File: src/rtl/uart_tx_mmio.sv
// Memory-mapped 8N1 UART transmitter with a byte FIFO and runtime baud divisor.
// Optional even-parity bit (DIV bit16 enable) is built when UART_TX_PARITY_EN is defined.
module uart_tx_mmio #(
  parameter int          FIFO_DEPTH = 4,
  parameter logic [15:0] DIV_RESET  = 16'd104
) (
  input  logic        clk_i,
  input  logic        rst_ni,
  input  logic        wr_en_i,
  input  logic [1:0]  wr_addr_i,
  input  logic [31:0] wr_data_i,
  input  logic        rd_en_i,
  input  logic [1:0]  rd_addr_i,
  output logic [31:0] rd_data_o,
  output logic        tx_o,
  output logic        irq_o
);
  localparam int AW = $clog2(FIFO_DEPTH);
  localparam int CW = AW + 1;

  typedef enum logic [2:0] {S_IDLE, S_START, S_DATA, S_PARITY, S_STOP} state_e;

  logic [7:0]    mem_q [FIFO_DEPTH];
  logic [AW-1:0] wptr_q, rptr_q;
  logic [CW-1:0] count_q;
  logic          ovf_q;
  logic [15:0]   div_q;
  logic          par_en;
  logic [31:0]   rd_data_q;
  logic          irq_q;

  state_e        state_q, state_d;
  logic [7:0]    shift_q, shift_d;
  logic [2:0]    bitidx_q, bitidx_d;
  logic [15:0]   cnt_q, cnt_d;
  logic          par_q, par_d;
  logic          tx;

  logic full, empty, pop, push, wr_data_hit;
  logic [15:0] cnt_load;
  logic [31:0] status;
  logic unused_ok;

  assign full        = (count_q == CW'(FIFO_DEPTH));
  assign empty       = (count_q == '0);
  assign pop         = (state_q == S_IDLE) && !empty;
  assign wr_data_hit = wr_en_i && (wr_addr_i == 2'd0);
  // A pop in the same cycle frees a slot, so a full FIFO can still take the push.
  assign push        = wr_data_hit && (!full || pop);
  assign cnt_load    = (div_q == 16'd0) ? 16'd0 : div_q - 16'd1;
  assign status      = {23'd0, 5'(count_q), ovf_q, empty, full, (state_q != S_IDLE)};
  assign unused_ok   = ^wr_data_i[31:16];

`ifdef UART_TX_PARITY_EN
  logic par_en_q;
  assign par_en = par_en_q;
  always_ff @(posedge clk_i or negedge rst_ni) begin
    if (!rst_ni)                              par_en_q <= 1'b0;
    else if (wr_en_i && wr_addr_i == 2'd2)    par_en_q <= wr_data_i[16];
  end
`else
  assign par_en = 1'b0;
`endif

  always_ff @(posedge clk_i) begin
    if (push) mem_q[wptr_q] <= wr_data_i[7:0];
  end

  always_ff @(posedge clk_i or negedge rst_ni) begin
    if (!rst_ni) begin
      wptr_q  <= '0;
      rptr_q  <= '0;
      count_q <= '0;
      ovf_q   <= 1'b0;
      div_q   <= DIV_RESET;
    end else begin
      if (push) wptr_q <= wptr_q + 1'b1;
      if (pop)  rptr_q <= rptr_q + 1'b1;
      case ({push, pop})
        2'b10:   count_q <= count_q + 1'b1;
        2'b01:   count_q <= count_q - 1'b1;
        default: count_q <= count_q;
      endcase
      if (wr_data_hit && !push)                  ovf_q <= 1'b1;
      else if (wr_en_i && wr_addr_i == 2'd1)     ovf_q <= 1'b0;
      if (wr_en_i && wr_addr_i == 2'd2)          div_q <= wr_data_i[15:0];
    end
  end

  // Reads sample state before any same-cycle write lands.
  always_ff @(posedge clk_i or negedge rst_ni) begin
    if (!rst_ni) begin
      rd_data_q <= '0;
      irq_q     <= 1'b1;
    end else begin
      irq_q <= empty && (state_q == S_IDLE);
      if (rd_en_i) begin
        case (rd_addr_i)
          2'd1:    rd_data_q <= status;
          2'd2:    rd_data_q <= {15'd0, par_en, div_q};
          default: rd_data_q <= '0;
        endcase
      end
    end
  end

  always_ff @(posedge clk_i or negedge rst_ni) begin
    if (!rst_ni) begin
      state_q  <= S_IDLE;
      shift_q  <= '0;
      bitidx_q <= '0;
      cnt_q    <= '0;
      par_q    <= 1'b0;
    end else begin
      state_q  <= state_d;
      shift_q  <= shift_d;
      bitidx_q <= bitidx_d;
      cnt_q    <= cnt_d;
      par_q    <= par_d;
    end
  end

  always_comb begin
    state_d  = state_q;
    shift_d  = shift_q;
    bitidx_d = bitidx_q;
    cnt_d    = cnt_q;
    par_d    = par_q;
    tx       = 1'b1;
    case (state_q)
      S_IDLE: begin
        if (!empty) begin
          shift_d = mem_q[rptr_q];
          par_d   = ^mem_q[rptr_q];
          cnt_d   = cnt_load;
          state_d = S_START;
        end
      end
      S_START: begin
        tx = 1'b0;
        if (cnt_q == 16'd0) begin
          cnt_d    = cnt_load;
          bitidx_d = 3'd0;
          state_d  = S_DATA;
        end else cnt_d = cnt_q - 16'd1;
      end
      S_DATA: begin
        tx = shift_q[0];
        if (cnt_q == 16'd0) begin
          cnt_d   = cnt_load;
          shift_d = shift_q >> 1;
          if (bitidx_q == 3'd7) state_d = par_en ? S_PARITY : S_STOP;
          else                  bitidx_d = bitidx_q + 3'd1;
        end else cnt_d = cnt_q - 16'd1;
      end
      S_PARITY: begin
        tx = par_q;
        if (cnt_q == 16'd0) begin
          cnt_d   = cnt_load;
          state_d = S_STOP;
        end else cnt_d = cnt_q - 16'd1;
      end
      S_STOP: begin
        if (cnt_q == 16'd0) state_d = S_IDLE;
        else                cnt_d   = cnt_q - 16'd1;
      end
      default: state_d = S_IDLE;
    endcase
  end

  assign tx_o      = tx;
  assign irq_o     = irq_q;
  assign rd_data_o = rd_data_q;
endmodule

File: config.mk
export PLATFORM = sky130hd
export DESIGN_NAME = uart_tx_mmio
export DESIGN_NICKNAME = d
export VERILOG_FILES = /design/src/rtl/uart_tx_mmio.sv
export SDC_FILE = /design/constraint.sdc
export NUM_CORES = 1
export LEC_CHECK = 0
export CAP_MARGIN = 20
export CORE_MARGIN = 2
export CORE_UTILIZATION = 51
export CTS_CLUSTER_SIZE = 25
export DETAILED_ROUTE_END_ITERATION = 8
export HOLD_SLACK_MARGIN = 0.06
export PLACE_DENSITY = 0.74
export SYNTH_ARGS = -nofsm -noshare
export SYNTH_HDL_FRONTEND = slang
export SYNTH_SLANG_ARGS = --single-unit
File: constraint.sdc
create_clock -name clk_i -period 3.6 [get_ports clk_i]
set_clock_uncertainty 0.2 [all_clocks]
set_input_delay 0.72 -clock clk_i [delete_from_list [all_inputs] [get_ports clk_i]]
set_output_delay 0.72 -clock clk_i [all_outputs]
set_load 0.01 [all_outputs]
=== Word-level counts from Yosys, hierarchy flattened ===
Memories as Yosys holds them, arrays and structs flattened.
Cells that the tools add are included.

* Bits in registers: 88
* RAM bits: 32
* Input port bits: 40
* Output and inout bits: 34
* Memories: 1

{| class="wikitable"
|+ Memory list
! memory !! depth !! bits a word !! rd ports !! clocked after Yosys merged registers in !! wr ports !! line !! text
|-
| mem_q || 4 || 8 || 1 || 0 || 1 || 23 || <nowiki>logic [7:0] mem_q [FIFO_DEPTH];</nowiki>
|}

* Add/subtract/negate cells: 7
* Equal/unequal tests: 20
* Muxes and demuxes: 25
* Bitwise logic cells: 1
* Reductions and logical operators: 29

{| class="wikitable"
|+ Operator list
! cell !! count
|-
| $mux 16 || 4
|-
| $pmux 16 s3 || 1
|-
| $logic_not 16->1 || 2
|-
| $pmux 16 s2 || 1
|-
| $sub 16x1->16 const B || 2
|-
| $mux 3 || 8
|-
| $mux 8 || 2
|-
| $ne 2x2->1 const B || 8
|-
| $pmux 8 s2 || 1
|-
| $pmux 3 s5 || 1
|-
| $pmux 3 s2 || 2
|-
| $eq 3x3->1 const B || 3
|-
| $reduce_bool 2->1 || 4
|-
| $reduce_xor 8->1 || 1
|-
| $logic_and 1x1->1 || 7
|-
| $add 3x1->3 const B || 2
|-
| $eq 2x1->1 const B || 3
|-
| $eq 2x2->1 const B || 3
|-
| $eq 3x2->1 const B || 2
|-
| $logic_not 3->1 || 2
|-
| $reduce_and 3->1 || 2
|-
| $reduce_and 6->1 || 1
|-
| $reduce_bool 3->1 || 2
|-
| $add 2x1->2 const B || 2
|-
| 11 further kinds || 16
|}

=== Logic depth before layout (Yosys ltp) ===
Gate-level depths: netlist of run 1.

* Depth after elaboration: 8
* Gate-level depth with buffers: 12
* Mapped depth without buffers: 10

=== Worst setup path after synthesis of run 1 ===
No wires, ideal clock.

* Path kind: register to register
* Start point: register state_q[1]
* End point: register count_q[1]
* Data arrival time: 2.383 ns
* Data required time: 3.317 ns
* Setup slack: 0.934 ns
* Cell stages (with the launch flop): 11
* Cells stage by stage: dfrtp_1 -> clkbuf_1 -> or3_1 -> clkbuf_1 -> and3_1 -> nor3b_2 -> inv_1 -> ha_1 -> inv_1 -> fa_1 -> o21ai_0

* Longest elaborated chain between the ends: 6
* Elaborated cells between the ends (all ways): 8
* Those cells by class: eq/ne: 2; mux: 1; reduce/logical: 5

{| class="wikitable"
|+ RTL lines
! what !! line !! text
|-
| from (decl) || 32 || <nowiki>state_e state_q, state_d;</nowiki>
|-
| from (signal assigned) || 115 || <nowiki>state_q <= state_d;</nowiki>
|-
| $logic_not 3->1 * || 46 || <nowiki>assign pop = (state_q == S_IDLE) && !empty;</nowiki>
|-
| $logic_and 1x1->1 * || 46 ||
|-
| $logic_or 1x1->1 || 49 || <nowiki>assign push = wr_data_hit && (!full || pop);</nowiki>
|-
| $logic_and 1x1->1 || 49 ||
|-
| $eq 2x1->1 / $eq 2x2->1 (equally long branches) || 79 || <nowiki>case ({push, pop})</nowiki>
|-
| $pmux 3 s2 / $reduce_bool 2->1 (equally long branches) || n/a ||
|-
| to (signal assigned) || 80 || <nowiki>2'b10: count_q <= count_q + 1'b1;</nowiki>
|-
| to (signal assigned) || 81 || <nowiki>2'b01: count_q <= count_q - 1'b1;</nowiki>
|-
| to (signal assigned) || 82 || <nowiki>default: count_q <= count_q;</nowiki>
|-
| to (decl) || 25 || <nowiki>logic [CW-1:0] count_q;</nowiki>
|}

Mark *: on every way between the ends. The rest lies on a longest branch, timed or not.
A chain may end at the register's enable or synchronous reset.

=== Final worst setup path of run 1 ===
* Start point: register cnt_q[0]
* End point: register cnt_q[0]

* Longest elaborated chain between the ends: 3
* Elaborated cells between the ends (all ways): 7
* Those cells by class: add/sub: 1; eq/ne: 1; mux: 3; reduce/logical: 2

{| class="wikitable"
|+ RTL lines
! what !! line !! text
|-
| from (decl) || 35 || <nowiki>logic [15:0] cnt_q, cnt_d;</nowiki>
|-
| from (signal assigned) || 118 || <nowiki>cnt_q <= cnt_d;</nowiki>
|-
| $sub 16x1->16 / $logic_not 16->1 (equally long branches) || n/a ||
|-
| $mux 16 (tied with other cells) || 164 || <nowiki>if (cnt_q == 16'd0) state_d = S_IDLE;</nowiki>
|-
| $pmux 16 s3 / $reduce_and 3->1 (equally long branches) || n/a ||
|}

Parallel ways exist; a longest one is shown, timed or not. The select of a mux whose other input is x is not followed.

==> flow_metrics.py, run 1 <==
metrics = {
    "clocking": {
        "cts_buffers": 9,
        "cts_hold_buf": 0,
        "cts_resized": 0,
        "htree_num_levels": 3,
        "clockBufferDepth": 2,
        "clock_latency_ns": 0.37,
        "cts_setup_buffers": 0,
        "cts.sinks": 104,
        "clk_pin_slew_ns": 0.11,
        "root_buffer": "clkbuf_8",
        "cts_tree": "done",
    },
    "route": {
        "num_vias": 3742,
        "avgRoutedWirePerCell_um": 15.7,
        "ant_nets": 0,
        "dr.pass1.iters": 6,
        "routed_wirelength_um": 10500,
        "drt_iter0_markers": 239,
        "avgViaCountPerCell": 5.59,
        "drc": 0,
    },
    "finish": {
        "nets": 582,
        "final-seq-area_sq_um": 2770,
        "fin_area_sq_um": 5960,
        "fillers": 850,
        "synthToLayoutAreaGrowth_pct": 11.5,
        "instances_no_fill": 669,
        "n_antenna_cell": 0,
        "multi_input_area_sq_um": 2240,
        "layout-drive-gt1-share_pct": 10.9,
    },
    "synthesis": {
        "synth_top_family_by_area": "simple AND/OR/NAND/NOR gates",
        "synth.most_common_cell": "dfrtp_1",
        "ys_seq_area_share_pct": 51.8,
        "synth_top_area_cell": "dfrtp_1",
        "yosys.area_share.simple_pct": 13.5,
        "synth-async-reset-ratio_pct": 69.2,
        "post_synth_xor_area_fraction_pct": 3.12,
        "synth_area_leaders": "dfrtp_1, edfxtp_1, mux2_2",
        "synth-compound-area-share_pct": 12.0,
        "synth_warnings": 0,
        "muxShareOfSynthArea_pct": 8.81,
        "synth.top_cell.area_share_pct": 31.9,
        "synth-seq-cells": 104,
        "syn_area_sq_um": 5340,
        "ys_top_cells_by_count": "dfrtp_1, nor2_1, inv_1",
        "synth_fa_ha_area_share_pct": 3.42,
        "syn-mean-instance-area_sq_um": 10.7,
        "synth-edff-count": 32,
        "ys_types": 58,
        "synthCells": 500,
        "yosys_most_used_dff": "dfrtp_1",
    },
    "floorplanning": {
        "die_y_um": 106,
        "die_x_um": 106,
        "rows": 37,
        "core_sq_um": 10200,
        "io_pins": 74,
        "start_util_pct": 52.2,
        "dieArea_sq_um": 11300,
    },
    "sta": {
        "slew_headroom_pct": 27.6,
        "worst_slack_ns": 0.696,
        "fmax_ghz": 0.344,
        "rsz0062_at_grt": "false",
        "finalMaxSlewViolations": 0,
        "setup_viol": 0,
        "fin_setup_tns_ns": 0,
        "period_needed_ns": 2.90,
        "hold_viol": 0,
        "worstMarginPinSlew_ns": 1.09,
        "post-route-period-util_pct": 80.7,
    },
    "global_routing": {
        "grt-ovfl-total": 0,
        "grt_pass1_vias": 3694,
        "grt_pass1_wl_um": 18200,
        "grt_max_degree": 73,
        "antenna_found_initial": 0,
        "grtUsageTotal_pct": 20.1,
    },
    "critical_path": {
        "r2r_cells": 7,
        "rrSetupSlack_ns": 0.70,
        "critPathRequiredTime_ns": 3.66,
        "critPathKind": "register to register",
        "r2r-start": "cnt_q[0]",
        "arrival_ns": 2.96,
        "cp-end-kind": "register",
        "worstPathMaxFanout": 14,
        "startpoint": "cnt_q[0]",
        "timing.rr.end": "cnt_q[0]",
        "setup.worst_path.start_class": "register",
    },
    "power_and_ir_drop": {
        "p_leak_nw": 2.30,
        "peakVddDrop_mv": 0.293,
        "pwr_density_cell_nw_per_um2": 655,
        "design_power_total_w": 0.00390,
    },
    "placement": {
        "io_buffers": 41,
        "dp_hpwl_um": 7420,
        "dp_slack_ns": 0.493,
        "place_area_sq_um": 5770,
        "dp_cells": 653,
        "gp_congestion": 0.848,
    },
    "job": {
        "cap_violations": 0,
    },
    "run_status": {
        "status": "complete, no violations",
    },
    "worst_hold_path": {
        "min_path_type": "input pin to asynchronous set/reset pin",
    },
}
-- registers in the layout, indices dropped and copies added, names as in the netlist, 2 cells and up --
name / count
mem_q: 32
cnt_q: 16
div_q: 16
rd_data_o: 16
shift_q: 8
bitidx_q: 3
count_q: 3
state_q: 3
rptr_q: 2
wptr_q: 2
-- worst max-delay path by stage --
stage	end	slack [ns]	cells past startpoint
6_report	cnt_q[0]	0.70	7
3_5_place_dp	count_q[2]	0.49	10
3_3_place_gp	count_q[2]	0.63	10
5_1_grt	count_q[2]	0.50	10
4_1_cts	count_q[2]	0.69	10
2_1_floorplan	count_q[1]	0.93	10
-- layout by cell type (no fill, tap or decap), types with 4 or more instances in the layout --
master	Yosys	final
or3_1	6	6
dfstp_2	4	4
o21ai_0	35	35
nor3_1	16	16
ha_1	13	13
nand3_1	19	19
o22ai_1	8	8
mux2_2	16	16
dfrtp_1	68	68
a22oi_1	7	7
xnor2_1	16	16
nand2b_1	4	4
nor4_1	9	9
clkdlybuf4s50_1	0	40
conb_1	1	16
inv_1	36	36
a31oi_1	5	5
mux4_2	8	8
edfxtp_1	32	32
and2_1	5	5
a21oi_1	31	31
nand2_1	22	22
buf_4	16	4
clkbuf_8	0	9
mux2i_1	11	11
nor2_1	39	39
-- area by class of cell --
cell class                 count  share of cell area, %
clock buffer                   9                   2.08
sequential                   104                   46.5
tap                          136                   2.86
clock inverter                 7                   1.07
inverter                      36                   2.27
timing repair buffer          46                   7.65
multi-input combinational    331                   37.6
-- report_power, final --
group          total [W]  switching [W]  internal (W)
logic            0.00138       0.000713      0.000666
registers        0.00183       0.000329       0.00150
clock network   0.000695       0.000429      0.000266
-- routing by layer --
metal,track usage (%),vias to the layer above,wire [um],share of wire (%)
met3,2.70,13,519,5.0
li1,-,1815,-,-
met1,29.0,1805,4890,47
met4,6.30,0,134,1.3
met5,0,-,0,0
met2,31.8,109,4940,47
-- worst max-delay path, cell delays in order, from the launching register on --
cell and delay, ns:
dfrtp_1 0.40, inv_1 0.09, ha_1 0.19, nor3b_1 0.14, and4_1 0.27, a21oi_1 0.89
nand2_1 0.26, o311ai_0 0.34
-- stage by stage --
stage          util [%]  hold WS [ns]
4_1_cts            58.2         0.174
2_1_floorplan         -         0.224
3_3_place_gp       56.4         0.267
5_1_grt            58.2         0.171
3_5_place_dp       56.4         0.289
6_report           58.2         0.160
-- cell families (layout without fill, tap and decap cells) --
| logic type | Yosys count | after routing |
|---|---|---|
| AND/OR/NAND/NOR | 140 | 140 |
| XOR/XNOR | 19 | 19 |
| other | 1 | 16 |
| buffers and inverters | 80 | 98 |
| adder cells (fa/ha/maj) | 14 | 14 |
| multiplexers | 35 | 35 |
| AO/OA/AOI/OAI | 107 | 107 |
| flip-flops | 104 | 104 |
(Power assumes the default switching activity.)
==> inputs of run 2 (changes only) <==
Settings changed: CORE_UTILIZATION 51 to 50, PLACE_DENSITY 0.74 to 0.76.
Clock period 3.6 ns to 2.5 ns, I/O delays scaled along.
==> run 2 against run 1 <==
Final cell count rose by 6.0%. Sequential share of layout area is 3.1 points lower. Clock-buffer cell count unchanged. Critical endpoint is now count_q[2].
==> flow_metrics.py, run 2 (same netlist as run 1, synthesis figures left out) <==
metrics = {
    "sta": {
        "finalMaxSlewViolations": 0,
        "hold_viol": 0,
        "worstMarginPinSlew_ns": 0.584,
        "setup_viol": 0,
        "rsz0062_at_grt": "true",
        "slew_headroom_pct": 61.0,
        "period_needed_ns": 2.40,
        "fmax_ghz": 0.416,
        "post-route-period-util_pct": 96.1,
        "hold_ws_ns": 0.309,
        "worst_slack_ns": 0.0965,
    },
    "route": {
        "drt_iter0_markers": 258,
        "avgViaCountPerCell": 5.58,
        "num_vias": 3956,
        "drc": 0,
        "ant_nets": 0,
        "avgRoutedWirePerCell_um": 15.9,
        "dr.pass1.iters": 5,
        "routed_wirelength_um": 11300,
    },
    "floorplanning": {
        "io_pins": 74,
        "core_sq_um": 10400,
        "die_x_um": 107,
        "rows": 37,
        "die_y_um": 107,
        "start_util_pct": 51.5,
        "dieArea_sq_um": 11500,
    },
    "clocking": {
        "cts_tree": "done",
        "clockBufferDepth": 2,
        "cts_buffers": 9,
        "cts.sinks": 104,
        "root_buffer": "clkbuf_8",
        "clock_latency_ns": 0.37,
        "htree_num_levels": 3,
        "clk_pin_slew_ns": 0.11,
    },
    "critical_path": {
        "max_stage_delay_ns": 0.44,
        "path_cells": "or3_4 -> and3_4 -> nor3b_4 -> inv_1 -> ha_2 -> inv_2 -> fa_2 -> xor2_1 -> nor2_1 -> xor2_1",
        "critPathKind": "register to register",
        "cpMostUsedCell": "xor2_1",
        "arrival_ns": 2.45,
        "setup.worst_path.start_class": "register",
        "critical-path-top-delay-family": "simple AND/OR/NAND/NOR gates",
        "critPathRequiredTime_ns": 2.55,
        "cp_num_buf_inv": 2,
        "cp-end-kind": "register",
        "worstPathMaxFanout": 4,
        "slowest_stage": "or3_4",
    },
    "placement": {
        "gp_congestion": 0.878,
        "io_buffers": 41,
        "place_area_sq_um": 6120,
        "dp_hpwl_um": 8170,
        "dp_slack_ns": -0.0680,
    },
    "power_and_ir_drop": {
        "pwr_density_cell_nw_per_um2": 932,
        "p_leak_nw": 2.53,
        "peakVddDrop_mv": 0.482,
    },
    "finish": {
        "layout-drive-gt1-share_pct": 19.4,
        "nets": 622,
        "mostFrequentLayoutCells": "dfrtp_1, clkdlybuf4s50_1, buf_4",
        "multi_input_area_sq_um": 2320,
        "largest_reg_flops": 32,
        "regMostFlops": "mem_q",
        "final-seq-area_sq_um": 2770,
        "fillers": 831,
        "fin_area_sq_um": 6380,
        "synthToLayoutAreaGrowth_pct": 19.4,
        "final_util_pct": 61.5,
        "n_antenna_cell": 0,
        "final_common_cell": "dfrtp_1",
    },
    "global_routing": {
        "grtUsageTotal_pct": 20.5,
        "antenna_found_initial": 0,
        "grt_pass1_vias": 3788,
        "grt_max_degree": 73,
        "grt_pass1_wl_um": 18600,
        "grt-ovfl-total": 0,
    },
    "run_status": {
        "status": "complete, no violations",
    },
    "worst_hold_path": {
        "min_path_type": "register to register",
    },
    "job": {
        "cap_violations": 0,
    },
}
==> run 2: cell types whose count changed in the layout (fill, tap and decap cells not counted), sizes merged <==
| cell | previous run | this run |
|---|---|---|
| dlygate4sd2 | 0 | 1 |
| clkinv | 2 | 3 |
| buf | 6 | 45 |
| dlygate4sd3 | 0 | 1 |
| inv | 39 | 38 |
| clkdlybuf4s50 | 40 | 39 |
==> run 2: layout make-up <==
type,instances,area share (%)
Timing Repair Buffer,86,12.5
Multi-Input combinational cell,331,36.4
Inverter,36,2.12
Clock buffer,9,1.94
Clock inverter,7,0.981
Tap cell,136,2.67
Sequential cell,104,43.4
==> run 2: routing by layer <==
layer	vias to the layer above	share of wire, %	global-route usage [%]	wire, um
met1	1935	45	28.5	5080
met2	114	50	33.7	5590
met3	9	4.3	3.63	484
met5	-	0	0	0
met4	0	1.1	4.76	120
li1	1898	-	-	-
==> run 2: worst register-to-register path: cells and delay by family (launching register included) <==
family,cells,cell delay (ns)
buf+inv,2,0.12
flops,1,0.40
simple gates,4,0.92
fa+ha+maj,2,0.38
xor+xnor,2,0.28
==> run 2: power by group <==
group / leakage (nW) / internal (W) / total, W / switching (W)
combinational: 1.27 / 0.00119 / 0.00243 / 0.00124
clock: 0.0904 / 0.000379 / 0.000998 / 0.000619
sequential: 1.17 / 0.00216 / 0.00252 / 0.000362
total: 2.53 / 0.00372 / 0.00595 / 0.00222
==> run 2: timing repair <==
| action | CTS | global route |
|---|---|---|
| hold buffers | 1 | 0 |
| setup endpoints to repair | 4 | 13 |
| endpoints found under the hold margin | 68 | 0 |
| pin swaps | 0 | 3 |
| setup buffers | 0 | 0 |
| gates resized for setup | 4 | 12 |
==> run 2: per-stage QoR <==
stage               cells  setup TNS [ns]  power [W]
floorplan             515          -0.109    0.00414
global placement      692         -0.0196    0.00479
detailed placement    692          -0.119    0.00491
CTS                   709               0    0.00592
global route          709         -0.0205    0.00635
finish                709               0    0.00595
==> run 2: path summary, 6_finish.rpt <==
check                      cells past startpoint  slack, ns      endpoint   startpoint
min in group asynchronous                      3       0.49  rd_data_o[8]       rst_ni
max reg2reg                                   10        0.1    count_q[2]   state_q[2]
min                                            2       0.31   bitidx_q[1]  bitidx_q[1]
max                                           10        0.1    count_q[2]   state_q[2]
min reg2reg                                    2       0.31   bitidx_q[1]  bitidx_q[1]
max in group asynchronous                      3       1.27      div_q[5]       rst_ni
==> inputs of run 3 (changes only) <==
Settings changed: CELL_PAD_IN_SITES_DETAIL_PLACEMENT from default to 0, CELL_PAD_IN_SITES_GLOBAL_PLACEMENT from default to 1, CORE_UTILIZATION 50 to 39, GPL_ROUTABILITY_DRIVEN from default to 1, PLACE_DENSITY 0.76 to 0.75.
==> run 3 against run 2 <==
Via count down 3.1%. Total power increased by 6.4%. Worst hold slack improved by 0.0028 ns.
==> flow_metrics.py, run 3 (same netlist as run 1, synthesis figures left out) <==
metrics = {
    "power_and_ir_drop": {
        "design_power_total_w": 0.00633,
        "switchingPower_w": 0.00227,
        "pwr_density_cell_nw_per_um2": 963,
        "p_leak_nw": 2.58,
        "peakVddDrop_mv": 0.400,
        "p_int_w": 0.00406,
        "p_seq_share_pct": 40.0,
        "pwr-share-clk_pct": 22.0,
        "p_sw_share_pct": 35.8,
        "pwr-share-comb_pct": 37.9,
    },
    "critical_path": {
        "arrival_ns": 2.43,
        "critical-path-top-delay-family": "simple AND/OR/NAND/NOR gates",
        "critPathKind": "register to register",
        "slowest_stage": "or3b_4",
        "cpMostUsedCell": "buf_4",
        "worstPathMaxFanout": 6,
        "path_cells": "inv_1 -> buf_4 -> ha_2 -> or3b_4 -> nor4_4 -> buf_4 -> nor3_1 -> a211oi_1 -> o31ai_1",
        "cp_num_buf_inv": 3,
        "setup.worst_path.start_class": "register",
        "critPathRequiredTime_ns": 2.53,
        "max_stage_delay_ns": 0.39,
        "startpoint": "div_q[0]",
        "cp-end-kind": "register",
        "r2r-start": "div_q[0]",
    },
    "sta": {
        "worst_slack_ns": 0.106,
        "finalMaxSlewViolations": 0,
        "rsz0062_at_grt": "false",
        "period_needed_ns": 2.39,
        "slew_headroom_pct": 62.6,
        "fmax_ghz": 0.418,
        "hold_viol": 0,
        "setup_viol": 0,
        "post-route-period-util_pct": 95.7,
        "worstMarginPinSlew_ns": 0.561,
    },
    "route": {
        "avgRoutedWirePerCell_um": 15.2,
        "avgViaCountPerCell": 5.11,
        "num_vias": 3835,
        "routed_wirelength_um": 11400,
        "ant_nets": 0,
        "drc": 0,
        "dr.pass1.iters": 4,
        "drt_iter0_markers": 185,
    },
    "global_routing": {
        "antenna_found_initial": 0,
        "grt_pass1_vias": 3776,
        "grtUsageTotal_pct": 16.7,
        "grt_max_degree": 57,
        "busiest_layer": "met2",
        "grt_pass1_wl_um": 19100,
        "met1_usage_pct": 23.7,
        "grt-ovfl-total": 0,
        "grt_use_met2_pct": 26.4,
        "grt_util_met3_pct": 2.87,
    },
    "floorplanning": {
        "die_x_um": 121,
        "rows": 42,
        "core_sq_um": 13300,
        "dieArea_sq_um": 14600,
        "die_y_um": 121,
        "start_util_pct": 40.2,
        "io_pins": 74,
    },
    "finish": {
        "fin_area_sq_um": 6570,
        "synthToLayoutAreaGrowth_pct": 23.0,
        "n_antenna_cell": 0,
        "nets": 624,
        "largest_reg_flops": 32,
        "fillers": 1214,
        "final_common_cell": "dfrtp_1",
        "regMostFlops": "mem_q",
        "layout-drive-gt1-share_pct": 20.0,
        "instances_no_fill": 751,
        "mostFrequentLayoutCells": "dfrtp_1, buf_4, clkdlybuf4s50_1",
    },
    "clocking": {
        "clk_pin_slew_ns": 0.07,
        "cts.sinks": 104,
        "htree_num_levels": 3,
        "clockBufferDepth": 2,
        "cts_setup_buffers": 0,
        "cts_tree": "done",
        "clock_latency_ns": 0.35,
        "root_buffer": "clkbuf_16",
        "cts_buffers": 9,
    },
    "placement": {
        "io_buffers": 41,
        "dp_cells": 734,
        "dp_hpwl_um": 8280,
        "place_area_sq_um": 6200,
        "dp_slack_ns": -0.0661,
        "gp_congestion": 0.788,
    },
    "worst_hold_path": {
        "holdCritStartpoint": "bitidx_q[2]",
        "min_path_type": "register to register",
    },
    "job": {
        "cap_violations": 0,
    },
    "run_status": {
        "status": "complete, no violations",
    },
}
-- run 3: cell count changes in the layout (fill, tap and decap cells not counted), sizes merged --
cell	delta
buf	+2
-- run 3: power by group through the flow --
stage               logic [W]  clock network [W]  registers [W]
finish                0.00240            0.00139        0.00253
global route          0.00269            0.00150        0.00259
CTS                   0.00240            0.00142        0.00252
detailed placement    0.00239                  0        0.00255
global placement      0.00233                  0        0.00253
floorplan             0.00168                  0        0.00246
-- run 3: final timing paths --
kind / to / slack [ns] / depth (start not counted)
max: cnt_q[9] / 0.11 / 9
max reg2reg: cnt_q[9] / 0.11 / 9
min: bitidx_q[2] / 0.31 / 2
max in group asynchronous: div_q[3] / 1.00 / 3
min reg2reg: bitidx_q[2] / 0.31 / 2
min in group asynchronous: rd_data_o[15] / 0.40 / 2
-- run 3: routing by layer --
| layer | part of all wire, % | up-vias |
|---|---|---|
| li1 | - | 1898 |
| met1 | 49 | 1853 |
| met2 | 46 | 76 |
| met3 | 2.9 | 8 |
| met4 | 1.4 | 0 |
| met5 | 0 | - |
-- run 3: metrics by stage --
step / util, % / TNS, ns / hold slack, ns
floorplan: - / -0.109 / 0.00441
global placement: 46.6 / -0.0294 / 0.251
detailed placement: 46.6 / -0.135 / 0.252
CTS: 49.1 / 0 / 0.308
global route: 49.4 / 0 / 0.343
finish: 49.4 / 0 / 0.311
-- run 3: tightest hold or removal path, cell delays in order (launching register included) --
cell	delay, ns
dfrtp_1	0.35
nand2_1	0.05
o21ai_0	0.07
-- run 3: cell type report --
type	count	area (sq um)	share of cell area (%)
clock buffers	9	225	3.43
clock inverters	7	76.3	1.16
inverters	36	135	2.06
multi-input cells	331	2320	35.4
flip-flops and latches	104	2770	42.1
well taps	176	220	3.35
repair buffers	88	822	12.5
-- run 3: what timing repair did --
item                                   4_1_cts  5_1_grt
resized for setup                            5       12
endpoints found under the hold margin       15        0
hold buffers                                 1        0
pin swaps                                    0        4
setup endpoints to repair                    4       16
